==> src/rtl/hs_io_device_if.sv <==
// Byte-wide processor handshake bundle: request/data from the processor,
// acknowledge/data/interrupt back from the device.
interface hs_io_device_if;
  logic [7:0] cpu_bus_out;
  logic       cpu_hs_out;
  logic [7:0] cpu_bus_in;
  logic       cpu_hs_in;
  logic       ext_int;

  modport master (
    output cpu_bus_out, cpu_hs_out,
    input  cpu_bus_in, cpu_hs_in, ext_int
  );

  modport slave (
    input  cpu_bus_out, cpu_hs_out,
    output cpu_bus_in, cpu_hs_in, ext_int
  );
endinterface

==> src/rtl/hs_io_device.sv <==
// Device-side responder for the processor byte handshake: every request swaps
// one byte between the processor bus and a pair of system-side FIFOs.
module hs_io_device #(
  parameter int         DEPTH      = 4,
  parameter int         INT_THRESH = 1,
  parameter logic [7:0] FILL       = 8'h00
) (
  input  logic                     g_clk,
  input  logic                     g_clr,
  hs_io_device_if.slave            cpu,
  input  logic                     int_en,
  input  logic                     tx_wr,
  input  logic [7:0]               tx_data,
  output logic                     tx_full,
  input  logic                     rx_rd,
  output logic [7:0]               rx_data,
  output logic                     rx_empty,
  output logic [$clog2(DEPTH):0]   tx_count,
  output logic [$clog2(DEPTH):0]   rx_count,
  input  logic                     err_clr,
  output logic                     underrun,
  output logic                     overflow
);

  localparam int AW = $clog2(DEPTH);
  localparam int CW = AW + 1;
  localparam logic [CW-1:0] FULL_CNT   = CW'(DEPTH);
  localparam logic [CW-1:0] THRESH_CNT = CW'(INT_THRESH);
  localparam logic [CW-1:0] CNT_ONE    = CW'(1);
  localparam logic [AW-1:0] PTR_ONE    = AW'(1);

  typedef enum logic {IDLE, ACK} state_t;

  state_t        state, state_next;
  logic [7:0]    tx_mem [DEPTH];
  logic [7:0]    rx_mem [DEPTH];
  logic [AW-1:0] tx_wr_ptr, tx_rd_ptr, rx_wr_ptr, rx_rd_ptr;
  logic [CW-1:0] tx_count_next, rx_count_next;
  logic          tx_empty, rx_full;
  logic          exchange, tx_push, tx_pop, rx_push, rx_pop;
  logic [7:0]    bus_in_q;
  logic          ext_int_q;
  logic          hs_in;

  assign tx_full  = (tx_count == FULL_CNT);
  assign tx_empty = (tx_count == '0);
  assign rx_full  = (rx_count == FULL_CNT);
  assign rx_empty = (rx_count == '0);
  assign rx_data  = rx_mem[rx_rd_ptr];

  // One exchange per request: only taken from IDLE, and stalls while RX has no room.
  assign exchange = (state == IDLE) && cpu.cpu_hs_out && !rx_full;
  assign tx_pop   = exchange && !tx_empty;
  assign tx_push  = tx_wr && !tx_full;
  assign rx_push  = exchange;
  assign rx_pop   = rx_rd && !rx_empty;

  always_ff @(posedge g_clk or negedge g_clr) begin
    if (!g_clr) state <= IDLE;
    else        state <= state_next;
  end

  always_comb begin
    state_next = state;
    case (state)
      IDLE:    if (exchange) state_next = ACK;
      ACK:     if (!cpu.cpu_hs_out) state_next = IDLE;
      default: state_next = IDLE;
    endcase
  end

  always_comb begin
    hs_in = (state == ACK);
  end

  assign cpu.cpu_hs_in  = hs_in;
  assign cpu.cpu_bus_in = bus_in_q;
  assign cpu.ext_int    = ext_int_q;

  always_comb begin
    tx_count_next = tx_count;
    if (tx_push && !tx_pop)      tx_count_next = tx_count + CNT_ONE;
    else if (tx_pop && !tx_push) tx_count_next = tx_count - CNT_ONE;
  end

  always_comb begin
    rx_count_next = rx_count;
    if (rx_push && !rx_pop)      rx_count_next = rx_count + CNT_ONE;
    else if (rx_pop && !rx_push) rx_count_next = rx_count - CNT_ONE;
  end

  always_ff @(posedge g_clk) begin
    if (tx_push) tx_mem[tx_wr_ptr] <= tx_data;
    if (rx_push) rx_mem[rx_wr_ptr] <= cpu.cpu_bus_out;
  end

  always_ff @(posedge g_clk or negedge g_clr) begin
    if (!g_clr) begin
      tx_wr_ptr <= '0;
      tx_rd_ptr <= '0;
      rx_wr_ptr <= '0;
      rx_rd_ptr <= '0;
      tx_count  <= '0;
      rx_count  <= '0;
    end else begin
      if (tx_push) tx_wr_ptr <= tx_wr_ptr + PTR_ONE;
      if (tx_pop)  tx_rd_ptr <= tx_rd_ptr + PTR_ONE;
      if (rx_push) rx_wr_ptr <= rx_wr_ptr + PTR_ONE;
      if (rx_pop)  rx_rd_ptr <= rx_rd_ptr + PTR_ONE;
      tx_count <= tx_count_next;
      rx_count <= rx_count_next;
    end
  end

  // The returned byte is held until the next exchange, not cleared on return to IDLE.
  always_ff @(posedge g_clk or negedge g_clr) begin
    if (!g_clr) begin
      bus_in_q  <= '0;
      ext_int_q <= 1'b0;
    end else begin
      if (exchange) bus_in_q <= tx_pop ? tx_mem[tx_rd_ptr] : FILL;
      ext_int_q <= int_en && (rx_count_next >= THRESH_CNT);
    end
  end

  // A set event in the same cycle as err_clr takes priority.
  always_ff @(posedge g_clk or negedge g_clr) begin
    if (!g_clr) begin
      underrun <= 1'b0;
      overflow <= 1'b0;
    end else begin
      if (exchange && tx_empty) underrun <= 1'b1;
      else if (err_clr)         underrun <= 1'b0;
      if (tx_wr && tx_full)     overflow <= 1'b1;
      else if (err_clr)         overflow <= 1'b0;
    end
  end

endmodule

==> src/flat_wrapper.sv <==
// flat-port wrapper written by rule: the top's interface ports become plain ports
module hs_io_device_flat 
#(
  parameter int         DEPTH      = 4,
  parameter int         INT_THRESH = 1,
  parameter logic [7:0] FILL       = 8'h00
)
  (g_clk, g_clr, int_en, tx_wr, tx_data, tx_full, rx_rd, rx_data, rx_empty, tx_count, rx_count, err_clr, underrun, overflow, cpu_cpu_bus_out, cpu_cpu_hs_out, cpu_cpu_bus_in, cpu_cpu_hs_in, cpu_ext_int);
  hs_io_device_if cpu_i ();
  input  logic g_clk;
  input  logic g_clr;
  input  logic int_en;
  input  logic tx_wr;
  input  logic [7:0] tx_data;
  output logic tx_full;
  input  logic rx_rd;
  output logic [7:0] rx_data;
  output logic rx_empty;
  output logic [$clog2(DEPTH):0] tx_count;
  output logic [$clog2(DEPTH):0] rx_count;
  input  logic err_clr;
  output logic underrun;
  output logic overflow;
  input wire logic [$bits(cpu_i.cpu_bus_out)-1:0] cpu_cpu_bus_out;
  input wire logic [$bits(cpu_i.cpu_hs_out)-1:0] cpu_cpu_hs_out;
  output wire logic [$bits(cpu_i.cpu_bus_in)-1:0] cpu_cpu_bus_in;
  output wire logic [$bits(cpu_i.cpu_hs_in)-1:0] cpu_cpu_hs_in;
  output wire logic [$bits(cpu_i.ext_int)-1:0] cpu_ext_int;
  assign cpu_i.cpu_bus_out = cpu_cpu_bus_out;
  assign cpu_i.cpu_hs_out = cpu_cpu_hs_out;
  assign cpu_cpu_bus_in = cpu_i.cpu_bus_in;
  assign cpu_cpu_hs_in = cpu_i.cpu_hs_in;
  assign cpu_ext_int = cpu_i.ext_int;
  hs_io_device #(.DEPTH(DEPTH), .INT_THRESH(INT_THRESH), .FILL(FILL)) u_core (.g_clk(g_clk), .g_clr(g_clr), .cpu(cpu_i), .int_en(int_en), .tx_wr(tx_wr), .tx_data(tx_data), .tx_full(tx_full), .rx_rd(rx_rd), .rx_data(rx_data), .rx_empty(rx_empty), .tx_count(tx_count), .rx_count(rx_count), .err_clr(err_clr), .underrun(underrun), .overflow(overflow));
endmodule
==> config.mk <==
export PLATFORM = sky130hd
export DESIGN_NAME = hs_io_device_flat
export DESIGN_NICKNAME = d
export VERILOG_FILES = /design/src/rtl/hs_io_device_if.sv /design/src/rtl/hs_io_device.sv /design/src/flat_wrapper.sv
export SDC_FILE = /design/constraint.sdc
export NUM_CORES = 1
export LEC_CHECK = 0
export ABC_AREA = 1
export CAP_MARGIN = 10
export CORE_UTILIZATION = 54
export DETAILED_ROUTE_END_ITERATION = 7
export PLACE_DENSITY_LB_ADDON = 0.2
export SLEW_MARGIN = 15
export SYNTH_ARGS = -nofsm -noshare
export SYNTH_HDL_FRONTEND = slang
export SYNTH_SLANG_ARGS = --single-unit
==> constraint.sdc <==
create_clock -name g_clk -period 3.2 [get_ports g_clk]
set_input_delay 0.32 -clock g_clk [delete_from_list [all_inputs] [get_ports g_clk]]
set_output_delay 0.32 -clock g_clk [all_outputs]
set_load 0.1 [all_outputs]
After elaboration in Yosys (flattened, before gate mapping)
Memory sizes are Yosys's and may differ from the RTL's.
Index checks and enable logic that the tools add are counted.
{"block": "word_totals", "in_bits": 23, "register_bits": 26, "elab_cells": 64, "memories": 2, "out_inout_bits": 28, "ramBits": 64}
{"block": "op_classes", "mux": 14, "n_bitwise": 1, "n_lt_le_gt_ge": 1, "eq_ne": 2, "n_reduce_logical": 25, "n_addsub": 8}
{"memory": "u_core.rx_mem", "words": 4, "width": 8, "read_ports": 1, "rd_clocked_by_memory_dff": 0, "wr": 1, "line": "hs_io_device.sv:36", "source": "logic [7:0] rx_mem [DEPTH];"}
{"memory": "u_core.tx_mem", "words": 4, "width": 8, "read_ports": 1, "rd_clocked_by_memory_dff": 0, "wr": 1, "line": "hs_io_device.sv:35", "source": "logic [7:0] tx_mem [DEPTH];"}
{"cell": "1-bit logical AND", "n": 12}
{"cell": "3-bit 2-to-1 mux", "n": 4}
{"cell": "2-bit by 1-bit adder with 2-bit output, second input constant", "n": 4}
{"cell": "1-bit zero test", "n": 8}
{"cell": "1-bit 2-to-1 mux", "n": 8}
{"cell": "8-bit 2-to-1 mux", "n": 1}
{"cell": "3-bit by 1-bit adder with 3-bit output, second input constant", "n": 2}
{"cell": "3-bit equality test, second input constant", "n": 2}
{"cell": "3-bit zero test", "n": 2}
{"cell": "2-bit nonzero test", "n": 3}
{"cell": "3-bit by 1-bit subtractor with 3-bit output, second input constant", "n": 2}
{"cell": "3-bit by 1-bit >= comparator with 1-bit output, second input constant", "n": 1}
{"cell": "1-bit one-hot mux with 2 select lines", "n": 1}
{"cell": "1-bit inverter", "n": 1}

Longest topological paths before layout
{"block": "depth", "depth_word": 9, "mapped_depth": 12, "depth_no_buf": 11}

Worst setup path before layout
Ideal clock, no wire load.
{"block": "synth_path", "path_kind": "register to register", "startpoint": "reg u_core.tx_count[2]", "endpoint": "reg u_core.tx_count[1]", "stages_incl_launch_ff": 8, "setup_time_ps": 126, "arrival_ps": 4668, "required_time_ps": 3074, "n_path_buf": 0, "path_slack_ps": -1594, "synth_period_minus_slack_ps": 4794, "path_cell_list": "dfrtp_1 -> inv_1 -> nor3_1 -> nor2_1 -> ha_1 -> inv_1 -> fa_1 -> mux2_2"}
{"block": "synth_between", "elab_cells_between_ends": 12, "cone_classes": "eq/ne: 1; mux: 1; reduce/logical: 10"}
{"element": "start: declaration", "line": "hs_io_device.sv:18", "source": "output logic [$clog2(DEPTH):0] tx_count,"}
{"element": "start signal: assignment", "line": "hs_io_device.sv:110", "source": "tx_count <= tx_count_next;"}
{"element": "3-bit equality test", "line": "hs_io_device.sv:45", "source": "assign tx_full = (tx_count == FULL_CNT);"}
{"element": "named net tx_full", "line": "flat_wrapper.sv:15", "source": "output logic tx_full;"}
{"element": "1-bit zero test", "line": "hs_io_device.sv:54", "source": "assign tx_push = tx_wr && !tx_full;"}
{"element": "1-bit logical AND", "line": "hs_io_device.sv:54"}
{"element": "named net u_core.tx_push", "line": "hs_io_device.sv:40", "source": "logic exchange, tx_push, tx_pop, rx_push, rx_pop;"}
{"element": "1-bit logical AND", "line": "hs_io_device.sv:82", "source": "if (tx_push && !tx_pop) tx_count_next = tx_count + CNT_ONE;"}
{"element": "3-bit 2-to-1 mux", "line": "hs_io_device.sv:82"}
{"element": "named net u_core.tx_count_next[1]", "line": "hs_io_device.sv:38", "source": "logic [CW-1:0] tx_count_next, rx_count_next;"}
The timed path passes the listed nets, and every way through them passes these cells.
A chain may end at the register's enable or synchronous reset.

Final worst setup path
{"block": "layout_path", "startpoint": "reg u_core.rx_count[0]", "endpoint": "reg u_core.tx_count[1]"}
{"block": "layout_between", "elab_chain_cells": 7, "elab_cells_between_ends": 9, "cone_classes": "eq/ne: 1; mux: 1; reduce/logical: 7"}
{"element": "start: declaration", "line": "hs_io_device.sv:19", "source": "output logic [$clog2(DEPTH):0] rx_count,"}
{"element": "start signal: assignment", "line": "hs_io_device.sv:111", "source": "rx_count <= rx_count_next;"}
{"element": "3-bit equality test", "line": "hs_io_device.sv:47", "source": "assign rx_full = (rx_count == FULL_CNT);"}
{"element": "1-bit zero test", "line": "hs_io_device.sv:52", "source": "assign exchange = (state == IDLE) && cpu.cpu_hs_out && !rx_full;"}
{"element": "1-bit logical AND", "line": "hs_io_device.sv:52"}
{"element": "1-bit logical AND", "line": "hs_io_device.sv:53", "source": "assign tx_pop = exchange && !tx_empty;"}
{"element": "1-bit zero test", "line": "hs_io_device.sv:82"}
{"element": "1-bit logical AND", "line": "hs_io_device.sv:82"}
{"element": "3-bit 2-to-1 mux", "line": "hs_io_device.sv:82"}
{"element": "named net u_core.tx_count_next[1]", "line": "hs_io_device.sv:38"}
The timed path passes the listed nets, and every way through them passes these cells.

==> key figures <==
Finish
  – Non-Filler Cell Area, Final: 4556 um2
  – Post-layout net count: 404
  – Count of placed standard cells in the final layout, fillers left out: 469
  – Fraction of final layout cells with drive strength greater than 1: 13.14%
  – Synth-to-Final Area Change: 20.44%
  – Diode insertion count for antenna repair: 0

STA
  – Transition time of the tightest slew-check pin: 992.6 ps
  – Slew Limit Headroom: 33.62%
  – Clock period minus final worst setup slack: 2418 ps
  – Setup repair after global routing missed its margin: false
  – Achievable Freq: 413.5 MHz
  – TNS Setup: 0 ps
  – Fin Clk Skew: 7.468 ps
  – Number of failing hold endpoints at the final stage: 0
  – Worst setup slack after layout: 781.8 ps
  – Post-route clock period utilization: 75.57%
  – Max Transition Viols Final: 0
  – Final setup violating endpoints: 0

Clock network
  – Root buffer cell: clkbuf_8
  – Later-pin clock latency in the skew report: 350 ps
  – Sinks on the clock net: 90
  – Maximum number of buffers from clock root to sink: 2
  – Post-CTS clock slew at the launch and capture registers of the worst setup and hold paths: 90 ps
  – Count of buffers added by post-CTS timing repair for setup: 0
  – Hold buffers post-CTS: 0
  – Resize count post-CTS: 0
  – TritonCTS clock tree: done
  – Total clock buffers created by CTS: 9
  – Number of levels the H-tree was split into: 3

Synthesis
  – Leading area contributor after synthesis: edfxtp_1
  – Total standard cell area after synthesis: 3782 um2
  – Simple-gate portion of the synthesized area: 10.22%
  – Share of the synthesized area in the top cell type: 50.81%
  – Part of the Yosys area used for sequential elements: 68.01%
  – Area fraction in compound gates after synthesis: 9.891%
  – Share of cell area taken by muxes after synthesis: 0.2977%
  – Xor and xnor fraction of the mapped netlist area: 1.621%
  – Share of synthesized cell area in full adder, half adder and majority cells: 4.499%
  – Number of instances in the synthesized netlist: 314
  – Proportion of register bits with asynchronous set or reset after synthesis: 28.89%
  – Register bit count reported by yosys: 90
  – Synthesized area divided by synthesized cell count: 12.05 um2
  – Total nets after synthesis: 350
  – EDFF count, synth: 64
  – Main area contributors after synthesis: edfxtp_1, dfrtp_1, o21ai_0
  – Synth cell types: 28
  – Syn. warnings: 0
  – Top cell types by occurrence after synthesis: edfxtp_1, nor2_1, inv_1
  – Primary FF master, synth: edfxtp_1
  – Count leader, synth: edfxtp_1
  – Main combinational cell family by area after synthesis: simple AND/OR/NAND/NOR gates

Route
  – Initial DRC Count: 202
  – Highest layer used for signal routing: met4
  – Wire length on met3: 278 um
  – Final Routed Wirelength: 6423 um
  – Routed wire length on met2: 3330 um
  – Number of vias per cell after detailed routing: 4.998
  – Via count: 2344
  – Wire per inst: 13.70 um
  – Antenna-violating nets left: 0
  – DR pass1 iterations: 4
  – Routed length on met1: 2741 um
  – DRC: 0

Global routing
  – Global-route usage over all layers: 19.22%
  – Number of antenna violations at the first check in global routing: 0
  – Vias in the first global route: 2266
  – Remaining global-route overflow: 0
  – First-pass GRT wire length: 10540 um
  – Maximum number of pins on one net before global-route repair: 27

Placement
  – Cell count after placement: 453
  – Buffers on Ports: 50
  – Placement Cell Area: 4354 um2
  – Setup WS pre-CTS: 671.6 ps
  – Placer's final routability congestion estimate: 0.7585
  – Total half-perimeter wirelength after legalization and detailed placement: 4483 um

Setup path
  – Category of the critical setup timing path: flop to flop
  – Data arrival time of the critical path: 2660 ps
  – Critical path's slowest cell: fa_1
  – Sequence of cells on the critical path: inv_1 -> ha_1 -> nand2_2 -> nand3_4 -> or2_1 -> ha_1 -> inv_1 -> fa_1 -> mux2_2
  – Cells on worst reg2reg path: 9
  – Crit. Startpoint: u_core.rx_count[0]$_DFF_PN0_
  – Kind of start point of the critical path: flop
  – Required @ worst endpoint: 3440 ps
  – Critical Path Fanout Max: 17
  – Worst path max stage delay: 410 ps
  – Kind of capture point of the worst setup path: flop
  – Start of the worst register-to-register path: u_core.rx_count[0]$_DFF_PN0_

Flow run
  – Max cap viols: 0

Floorplanning
  – Number of top-level design ports: 51
  – Die area: 7343 um2
  – Initial core utilization: 55.67%
  – Chip height: 85.69 um
  – Placeable core area: 6794 um2
  – Number of placement rows: 30
  – Width of the die: 85.69 um

Run status
  – Result of the run: completed

Worst hold path
  – Path category of the worst min-delay check: input port to asynchronous set/reset pin
==> per-stage QoR <==
step	util (%)	hold slack [ps]
after global placement	64.09	467.3
after detailed placement	64.09	471.6
after floorplan	-	24.41
final	67.05	324.9
after CTS	67.05	321.3
after global routing	67.05	356.3
==> worst max-delay path, delay by kind of cell, from the launching register on <==
kind          cells  cell delay [ps]
simple gates      3              590
fa+ha+maj         3              860
flops             1              400
mux               1              260
buf+inv           2              190
==> worst paths after layout <==
| path | endpoint | slack, ps |
|---|---|---|
| worst max-delay path | u_core.tx_count[1]$_DFFE_PN0P_ | 780 |
| min in group g_clk | u_core.cpu.ext_int$_DFF_PN0_ | 490 |
| max in group asynchronous | u_core.tx_count[2]$_DFFE_PN0P_ | 2590 |
| worst max register to register | u_core.tx_count[1]$_DFFE_PN0P_ | 780 |
| worst min-delay path | u_core.cpu.ext_int$_DFF_PN0_ | 320 |
| worst min register to register | u_core.cpu.cpu_bus_in[7]$_DFFE_PN0P_ | 490 |
==> cells in the final DEF, fill, tap and decap left out, types with 2 or more instances in the layout <==
cell type,instances
nor2_1,46
ha_1,12
nand2_2,4
inv_1,42
clkbuf_8,9
o21ai_2,8
clkinv_4,2
o21ai_0,37
inv_6,2
o22ai_1,16
a21oi_1,2
dfrtp_1,25
edfxtp_1,64
nand3_1,5
nand2_1,26
xor2_1,6
buf_4,13
clkdlybuf4s50_1,39
==> cell type report <==
| type | instances | area, um2 |
|---|---|---|
| Sequential cell | 90 | 2574 |
| Fill cell | 526 | 2238 |
| Multi-Input combinational cell | 173 | 1015 |
| Timing Repair Buffer | 52 | 488.0 |
| Inverter | 42 | 157.7 |
| Clock buffer | 9 | 123.9 |
| Tap cell | 96 | 120.1 |
| Clock inverter | 7 | 77.57 |
==> registers in the layout, summed over array words and instances (netlist names) <==
signal / count
u_core.cpu.cpu_bus_in: 8
u_core.cpu.cpu_hs_in: 1
u_core.cpu.ext_int: 1
u_core.overflow: 1
u_core.rx_count: 3
u_core.rx_mem: 32
u_core.rx_rd_ptr: 2
u_core.rx_wr_ptr: 2
u_core.tx_count: 3
u_core.tx_mem: 32
u_core.tx_rd_ptr: 2
u_core.tx_wr_ptr: 2
u_core.underrun: 1
==> cell families after synthesis <==
kind of cell | count (synthesis)
flops | 90
simple gates | 88
compound gates | 64
buf+inv | 51
fa+ha+maj | 13
xor+xnor | 7
mux | 1
==> routing by layer <==
metal,global-route usage (%),up-vias
met2,33.45,52
met1,22.96,1116
met5,0,-
met3,4.909,7
li1,-,1169
met4,7.727,0
Power is left out: the tool's default activity adds up to more than one toggle a clock period on the data nets, which glitch-free logic cannot reach.
